File: src/rtl/serial_subtractor.sv
// ============================================================================
// serial_subtractor : bit-serial N-bit subtractor, diff = a - b - bin, LSB first
// Rev 1.0
// ============================================================================
`default_nettype none

module serial_subtractor #(
  parameter int WIDTH = 8
) (
  input  logic             clk,
  input  logic             rst,
  input  logic             start,
  input  logic [WIDTH-1:0] a,
  input  logic [WIDTH-1:0] b,
  input  logic             bin,
  output logic             ready,
  output logic             done,
  output logic [WIDTH-1:0] diff,
  output logic             bout,
  output logic             ovf
);

  localparam int            CW   = $clog2(WIDTH + 1);
  localparam logic [CW-1:0] LAST = CW'(WIDTH - 1);

  typedef enum logic [1:0] {
    IDLE = 2'd0,
    RUN  = 2'd1,
    DONE = 2'd2
  } state_t;

  state_t           state, state_n;
  logic [CW-1:0]    count;
  logic [WIDTH-1:0] a_sr, b_sr, res_sr;
  logic             brw;
  logic             d, nb;

  // Single full-subtractor cell working on the current LSBs
  always_comb begin
    d  = a_sr[0] ^ b_sr[0] ^ brw;
    nb = (~a_sr[0] & b_sr[0]) | (~(a_sr[0] ^ b_sr[0]) & brw);
  end

  always_comb begin
    state_n = state;
    case (state)
      IDLE:    if (start) state_n = RUN;
      RUN:     if (count == LAST) state_n = DONE;
      DONE:    state_n = IDLE;
      default: state_n = IDLE;
    endcase
  end

  always_ff @(posedge clk) begin
    if (rst) begin
      state  <= IDLE;
      count  <= '0;
      a_sr   <= '0;
      b_sr   <= '0;
      res_sr <= '0;
      brw    <= 1'b0;
      ready  <= 1'b1;
      done   <= 1'b0;
      diff   <= '0;
      bout   <= 1'b0;
      ovf    <= 1'b0;
    end else begin
      state <= state_n;
      ready <= (state_n == IDLE);
      done  <= 1'b0;
      case (state)
        IDLE: begin
          if (start) begin
            a_sr  <= a;
            b_sr  <= b;
            brw   <= bin;
            count <= '0;
          end
        end
        RUN: begin
          a_sr   <= a_sr >> 1;
          b_sr   <= b_sr >> 1;
          res_sr <= {d, res_sr[WIDTH-1:1]};
          brw    <= nb;
          count  <= count + CW'(1);
          // Last bit: brw is still the borrow into the MSB, nb the borrow out
          if (count == LAST) begin
            diff <= {d, res_sr[WIDTH-1:1]};
            bout <= nb;
            ovf  <= brw ^ nb;
            done <= 1'b1;
          end
        end
        default: ;
      endcase
    end
  end

endmodule

`default_nettype wire

File: config.mk
export PLATFORM = sky130hd
export DESIGN_NAME = serial_subtractor
export DESIGN_NICKNAME = d
export VERILOG_FILES = /design/src/rtl/serial_subtractor.sv
export SDC_FILE = /design/constraint.sdc
export NUM_CORES = 1
export LEC_CHECK = 0
export CAP_MARGIN = 20
export CORE_AREA = 3 3 63 65
export CTS_CLUSTER_DIAMETER = 40
export CTS_CLUSTER_SIZE = 16
export DETAILED_ROUTE_END_ITERATION = 12
export DIE_AREA = 0 0 66 68
export DONT_BUFFER_PORTS = 1
export PLACE_DENSITY = 0.65
export SLEW_MARGIN = 20
export SYNTH_ARGS = -nofsm -noshare
export SYNTH_HDL_FRONTEND = slang
export SYNTH_SLANG_ARGS = --single-unit
File: constraint.sdc
create_clock -name clk -period 1.8 [get_ports clk]
set_clock_uncertainty 0.2 [all_clocks]
set_input_delay 0.27 -clock clk [delete_from_list [all_inputs] [get_ports clk]]
set_output_delay 0.27 -clock clk [all_outputs]
set_load 0.01 [all_outputs]
==> results_dict.tcl, run 1 <==
set metrics [dict create \
    worst_path_arrival_ps 1670 \
    fill_cells 309 \
    globalRoute.totalOverflow 0 \
    final_min_period_over_clock_period_pct 89.07 \
    insertion_delay_ps 350 \
    total_power_divided_by_cell_area_mw_per_mm2 904.0 \
    fraction_of_final_layout_cells_with_drive_strength_greater_than_1_pct 9.302 \
    synth.yosys.seq_area_share_pct 49.70 \
    syn_nets 220 \
    vias 1436 \
    design.final.nets 236 \
    grt_setup_unrepaired "false" \
    drt_pre_antenna_iters 4 \
    power.ir.vdd_worst_v 0.0005120 \
    worst-slew-pin-transition_ps 988.7 \
    boundaryPins 32 \
    mappedNetlistArea_sq_mm 0.001692 \
    rows 21 \
    tritoncts "built" \
    numPortBuffers 0 \
    antenna_left 0 \
    footprint_of_the_multi_input_gates_sq_um 743.2 \
    total_clock_sinks 42 \
    global_route_wire_length_before_repair_mm 6.230 \
    die-height_microns 68 \
    core-area_sq_mm 0.003390 \
    cp.required_ps 1870 \
    insertedDiodeCount 0 \
    grt_max_degree 28 \
    first_global_vias 1388 \
    start_util_pct 49.91 \
    end_kind "flop" \
    setup_slack_ps 196.8 \
    distinct_cell_type_count_of_the_synthesized_netlist 34 \
    synth_seq_cells 42 \
    report.final.setup_viol 0 \
    synth_ff_type "dfxtp_1" \
    totalNegativeSetupSlack_ps 0 \
    drv_cap 0 \
    die_area_sq_mm 0.004488 \
    cts_htree_levels 2 \
    p_leak_nw 0.7265 \
    fin_worst_hold_slack_ps 50.61 \
    synth_edf_count 0 \
    clkTransAtPathRegs_ps 130 \
    areaGrowthSynthToFinish_pct 16.35 \
    worst_setup_path_start_kind "flop" \
    global_route.usage.total_pct 18.01 \
    fmaxAchievable_ghz 0.6238 \
    cts_made_buffers 5 \
    avgViaCountPerCell 5.502 \
    path_cells "nand2b_1, or3_1, a31oi_1" \
    cts.root.buffer_cell "clkbuf_4" \
    place.detailed.hpwl_mm 2.404 \
    timing.critical_path.slowest_cell_delay_ps 440 \
    antenna_found_initial 0 \
    wl_per_cell_microns 13.68 \
    place_congestion 0.7408 \
    clockBufferDepth 2 \
    route.final.wire_length_mm 3.570 \
    asyncSetResetFlopFracSynth_pct 0 \
    path_max_fanout 11 \
    initial_detailed_routing_violation_count 77 \
    timing_max_transition_violations_final 0 \
    finalHoldViolCount 0 \
    hold_path.class "input port to flop" \
    seqCellArea_sq_um 840.8 \
    final_period_minus_worst_setup_slack_ps 1603 \
    outcome "complete, no violations" \
    drc 0 \
    slew-limit-headroom_pct 33.87 \
    timing.critical_path.slowest_stage_cell "or3_1" \
    total_number_of_yosys_warnings 0 \
    post_synthesis_instance_total 198 \
    pre_cts_ws_ps 171.6 \
    synth_area_per_cell_sq_um 8.544 \
    timing_worst_setup_path_type "flop to flop" \
    die_width_microns 66 \
]
[routing by layer]
| layer | vias to the layer above | share of wire [%] | wire (microns) | track usage, % |
|---|---|---|---|---|
| li1 | 726 | - | - | - |
| met1 | 670 | 42 | 1497 | 20.86 |
| met2 | 33 | 51 | 1819 | 31.66 |
| met3 | 7 | 5.2 | 185 | 5.255 |
| met4 | 0 | 1.9 | 67 | 6.599 |
| met5 | - | 0 | 0 | 0 |
[Yosys cell counts, drive strengths merged (2+ instances only)]
cell type,n,share of area (%)
dfxtp,42,50
clkbuf,5,1.2
a22oi,3,1.3
nor3,3,0.89
nor2,7,1.6
nand3,10,3.0
a21oi,46,14
nand2,29,6.4
inv,2,0.44
o21ai,22,6.5
a211oi,3,1.6
buf,10,4.6
[area by class of cell]
| type | instances | share of cell area (%) |
|---|---|---|
| inverter | 3 | 0.5722 |
| multi-input combinational | 138 | 37.76 |
| tap | 46 | 2.924 |
| clock inverter | 3 | 2.034 |
| sequential | 42 | 42.72 |
| timing repair buffer | 24 | 12.08 |
| clock buffer | 5 | 1.907 |
[power by group]
group	internal, mW	switching, mW
clock network	0.288	0.306
registers	0.970	0.0242
logic	0.0871	0.104
total	1.35	0.434
[cells in the final DEF (no fill, tap or decap), drive strengths merged, types with 2 or more instances in the layout]
master,instances
buf,6
o21ai,22
nor2,7
nand2,29
a22oi,3
clkbuf,5
inv,2
nand3,10
nor3,3
dfxtp,42
a211oi,3
clkinv,3
a21oi,46
dlygate4sd3,18
[per-stage QoR]
step	power [mW]	area, sq um	std cells	util [%]
floorplan	1.146	1692	198	-
global placement	1.160	1702	234	50.20
detailed placement	1.168	1702	234	50.20
CTS	1.791	1959	260	57.81
global route	1.858	1968	261	58.07
finish	1.779	1968	261	58.07
[sequential cells by signal, indices dropped and copies added, names as in the netlist]
name and cells:
a_sr 8, b_sr 8, diff 8, res_sr 7, count 4, state 2
bout 1, brw 1, done 1, ovf 1, ready 1
[worst max-delay path: cells and delay by family, from the launching register on]
family / cells / cell delay [ps]
AO/OA/AOI/OAI: 1 / 150
flip-flops: 1 / 380
AND/OR/NAND/NOR: 2 / 790
[path summary, 6_finish.rpt]
check                            endpoint  cells after the start  slack, ps      start
worst min register to register  res_sr[1]                      2        270  res_sr[1]
worst max-delay path             count[3]                      3        200   state[1]
worst min-delay path                ready                      2         50        rst
worst max register to register   count[3]                      3        200   state[1]
[cell families (layout without fill, tap and decap cells)]
family	count (synthesis)	count (layout)	synth area share (%)
AO/OA/AOI/OAI	79	79	26.18
AND/OR/NAND/NOR	55	55	14.65
flip-flops	42	42	49.70
buffers and inverters	18	35	6.433
adder cells (fa/ha/maj)	2	2	1.923
XOR/XNOR	1	1	0.5178
multiplexers	1	1	0.5917
[repair_timing]
item / CTS / global route
gates resized for setup: 0 / 1
setup endpoints to repair: 0 / 10
endpoints found under the hold margin: 40 / 0
hold buffers: 18 / 0
buffers inserted: 0 / 1
(Power assumes the default switching activity.)
==> inputs of run 2 (changes only) <==
--- a/config.mk
+++ b/config.mk
@@ -5,7 +5,7 @@
 export SDC_FILE = /design/constraint.sdc
 export NUM_CORES = 1
 export LEC_CHECK = 0
-export CAP_MARGIN = 20
+export CAP_MARGIN = 10
 export CORE_AREA = 3 3 63 65
 export CTS_CLUSTER_DIAMETER = 40
 export CTS_CLUSTER_SIZE = 16
@@ -13,6 +13,7 @@
 export DIE_AREA = 0 0 66 68
 export DONT_BUFFER_PORTS = 1
 export PLACE_DENSITY = 0.65
+export REMOVE_ABC_BUFFERS = 1
 export SLEW_MARGIN = 20
 export SYNTH_ARGS = -nofsm -noshare
 export SYNTH_HDL_FRONTEND = slang
==> run 2 against run 1 <==
Compared with the run above:
- via count up 1.5%
- largest power group unchanged
- clock power up 32%
- sequential cell count unchanged
- setup slack worse by 1.7 ps
- wire length up 0.53%
- non-clock buffer count unchanged
- critical endpoint is now a_sr[4]
- critical path depth up 1
- sequential share of layout area down 0.46 points
- first-iteration DRC count down 21%
==> results_dict.tcl, run 2 (synthesis results as in run 1) <==
set metrics [dict create \
    path_max_fanout 23 \
    core-area_sq_mm 0.003390 \
    rows 21 \
    p_leak_nw 0.7361 \
    timing_max_transition_violations_final 0 \
    seqCellArea_sq_um 840.8 \
    grt_max_degree 27 \
    global_route.usage.total_pct 17.87 \
    route.final.wire_length_mm 3.589 \
    insertion_delay_ps 360 \
    grt_setup_unrepaired "false" \
    globalRoute.totalOverflow 0 \
    antenna_left 0 \
    die_area_sq_mm 0.004488 \
    fraction_of_final_layout_cells_with_drive_strength_greater_than_1_pct 9.302 \
    outcome "complete, no violations" \
    drc 0 \
    numPortBuffers 0 \
    die-height_microns 68 \
    end_kind "flop" \
    hold_path.class "input port to flop" \
    cts_htree_levels 2 \
    insertedDiodeCount 0 \
    boundaryPins 32 \
    clkTransAtPathRegs_ps 120 \
    die_width_microns 66 \
    clockBufferDepth 2 \
    fill_cells 330 \
    cp.required_ps 1890 \
    report.final.setup_viol 0 \
    start_util_pct 49.91 \
    final_common_cell "a21oi_1" \
    design.final.nets 236 \
    total_clock_sinks 42 \
    total_power_divided_by_cell_area_mw_per_mm2 986.9 \
    vias 1458 \
    reg.largest.list "a_sr: 8 flops, b_sr: 8 flops, diff: 8 flops" \
    first_global_vias 1410 \
    worst_path_arrival_ps 1690 \
    footprint_of_the_multi_input_gates_sq_um 743.2 \
    areaGrowthSynthToFinish_pct 17.60 \
    drv_cap 0 \
    avgViaCountPerCell 5.586 \
    totalNegativeSetupSlack_ps 0 \
    timing_worst_setup_path_type "flop to flop" \
    power.ir.vdd_worst_v 0.0007687 \
    wl_per_cell_microns 13.75 \
    slew-limit-headroom_pct 36.31 \
    cts_made_buffers 5 \
    antenna_found_initial 0 \
    power_mw 1.963 \
    drt_pre_antenna_iters 4 \
    initial_detailed_routing_violation_count 61 \
    cts.root.buffer_cell "clkbuf_4" \
    worst_setup_path_start_kind "flop" \
    mostFrequentLayoutCells "a21oi_1, dfxtp_1, nand2_1" \
    fmaxAchievable_ghz 0.6231 \
    finalHoldViolCount 0 \
    worst-slew-pin-transition_ps 952.2 \
    place.detailed.hpwl_mm 2.384 \
    place_congestion 0.7655 \
    final_period_minus_worst_setup_slack_ps 1605 \
    final_min_period_over_clock_period_pct 89.16 \
    global_route_wire_length_before_repair_mm 6.106 \
    tritoncts "built" \
]
run 2: area by class of cell:
type,count,share of cell area (%)
Sequential cell,42,42.26
Multi-Input combinational cell,138,37.36
Timing Repair Buffer,24,11.32
Clock inverter,2,3.019
Tap cell,46,2.893
Clock buffer,6,2.579
Inverter,3,0.5660
run 2: stage by stage:
step / cells / instance area (sq um) / setup slack [ps] / hold slack (ps) / util (%)
floorplan: 183 / 1594 / 8.938 / 134.6 / -
global placement: 234 / 1689 / 172.0 / 139.4 / 49.83
detailed placement: 234 / 1689 / 98.66 / 141.8 / 49.83
CTS: 260 / 1981 / 51.04 / 38.24 / 58.43
global route: 261 / 1989 / 74.42 / 85.35 / 58.69
finish: 261 / 1989 / 195.1 / 45.78 / 58.69
run 2: path summary, 6_finish.rpt:
| kind | slack, ps | depth (start not counted) | startpoint | to |
|---|---|---|---|---|
| worst max-delay path | 200 | 4 | state[0] | a_sr[4] |
| worst max register to register | 200 | 4 | state[0] | a_sr[4] |
| worst min-delay path | 50 | 2 | rst | ready |
| worst min register to register | 280 | 2 | res_sr[1] | res_sr[1] |
run 2: critical path, cell delays in order (launching register included):
cell	delay [ps]
dfxtp_1	470
nor2b_2	290
buf_4	300
a21oi_1	100
a21oi_1	170
run 2: where the power goes:
part	leakage [nW]	internal [mW]	switching, mW
Clock	0.0585	0.470	0.312
Combinational	0.334	0.0830	0.103
Sequential	0.344	0.970	0.0254
run 2: metal layers:
layer  global-route usage (%)  vias up  wire, microns
li1                         -      723              -
met1                    18.92      682           1549
met2                    33.17       44           1744
met3                    4.105        9            200
met4                    9.137        0             94
met5                        0        -              0
run 2: repair_timing:
item,4_1_cts,5_1_grt
hold buffers,18,0
hold endpoints to repair,40,0
setup endpoints to repair,0,10
resized for setup,0,1
setup buffers,0,1
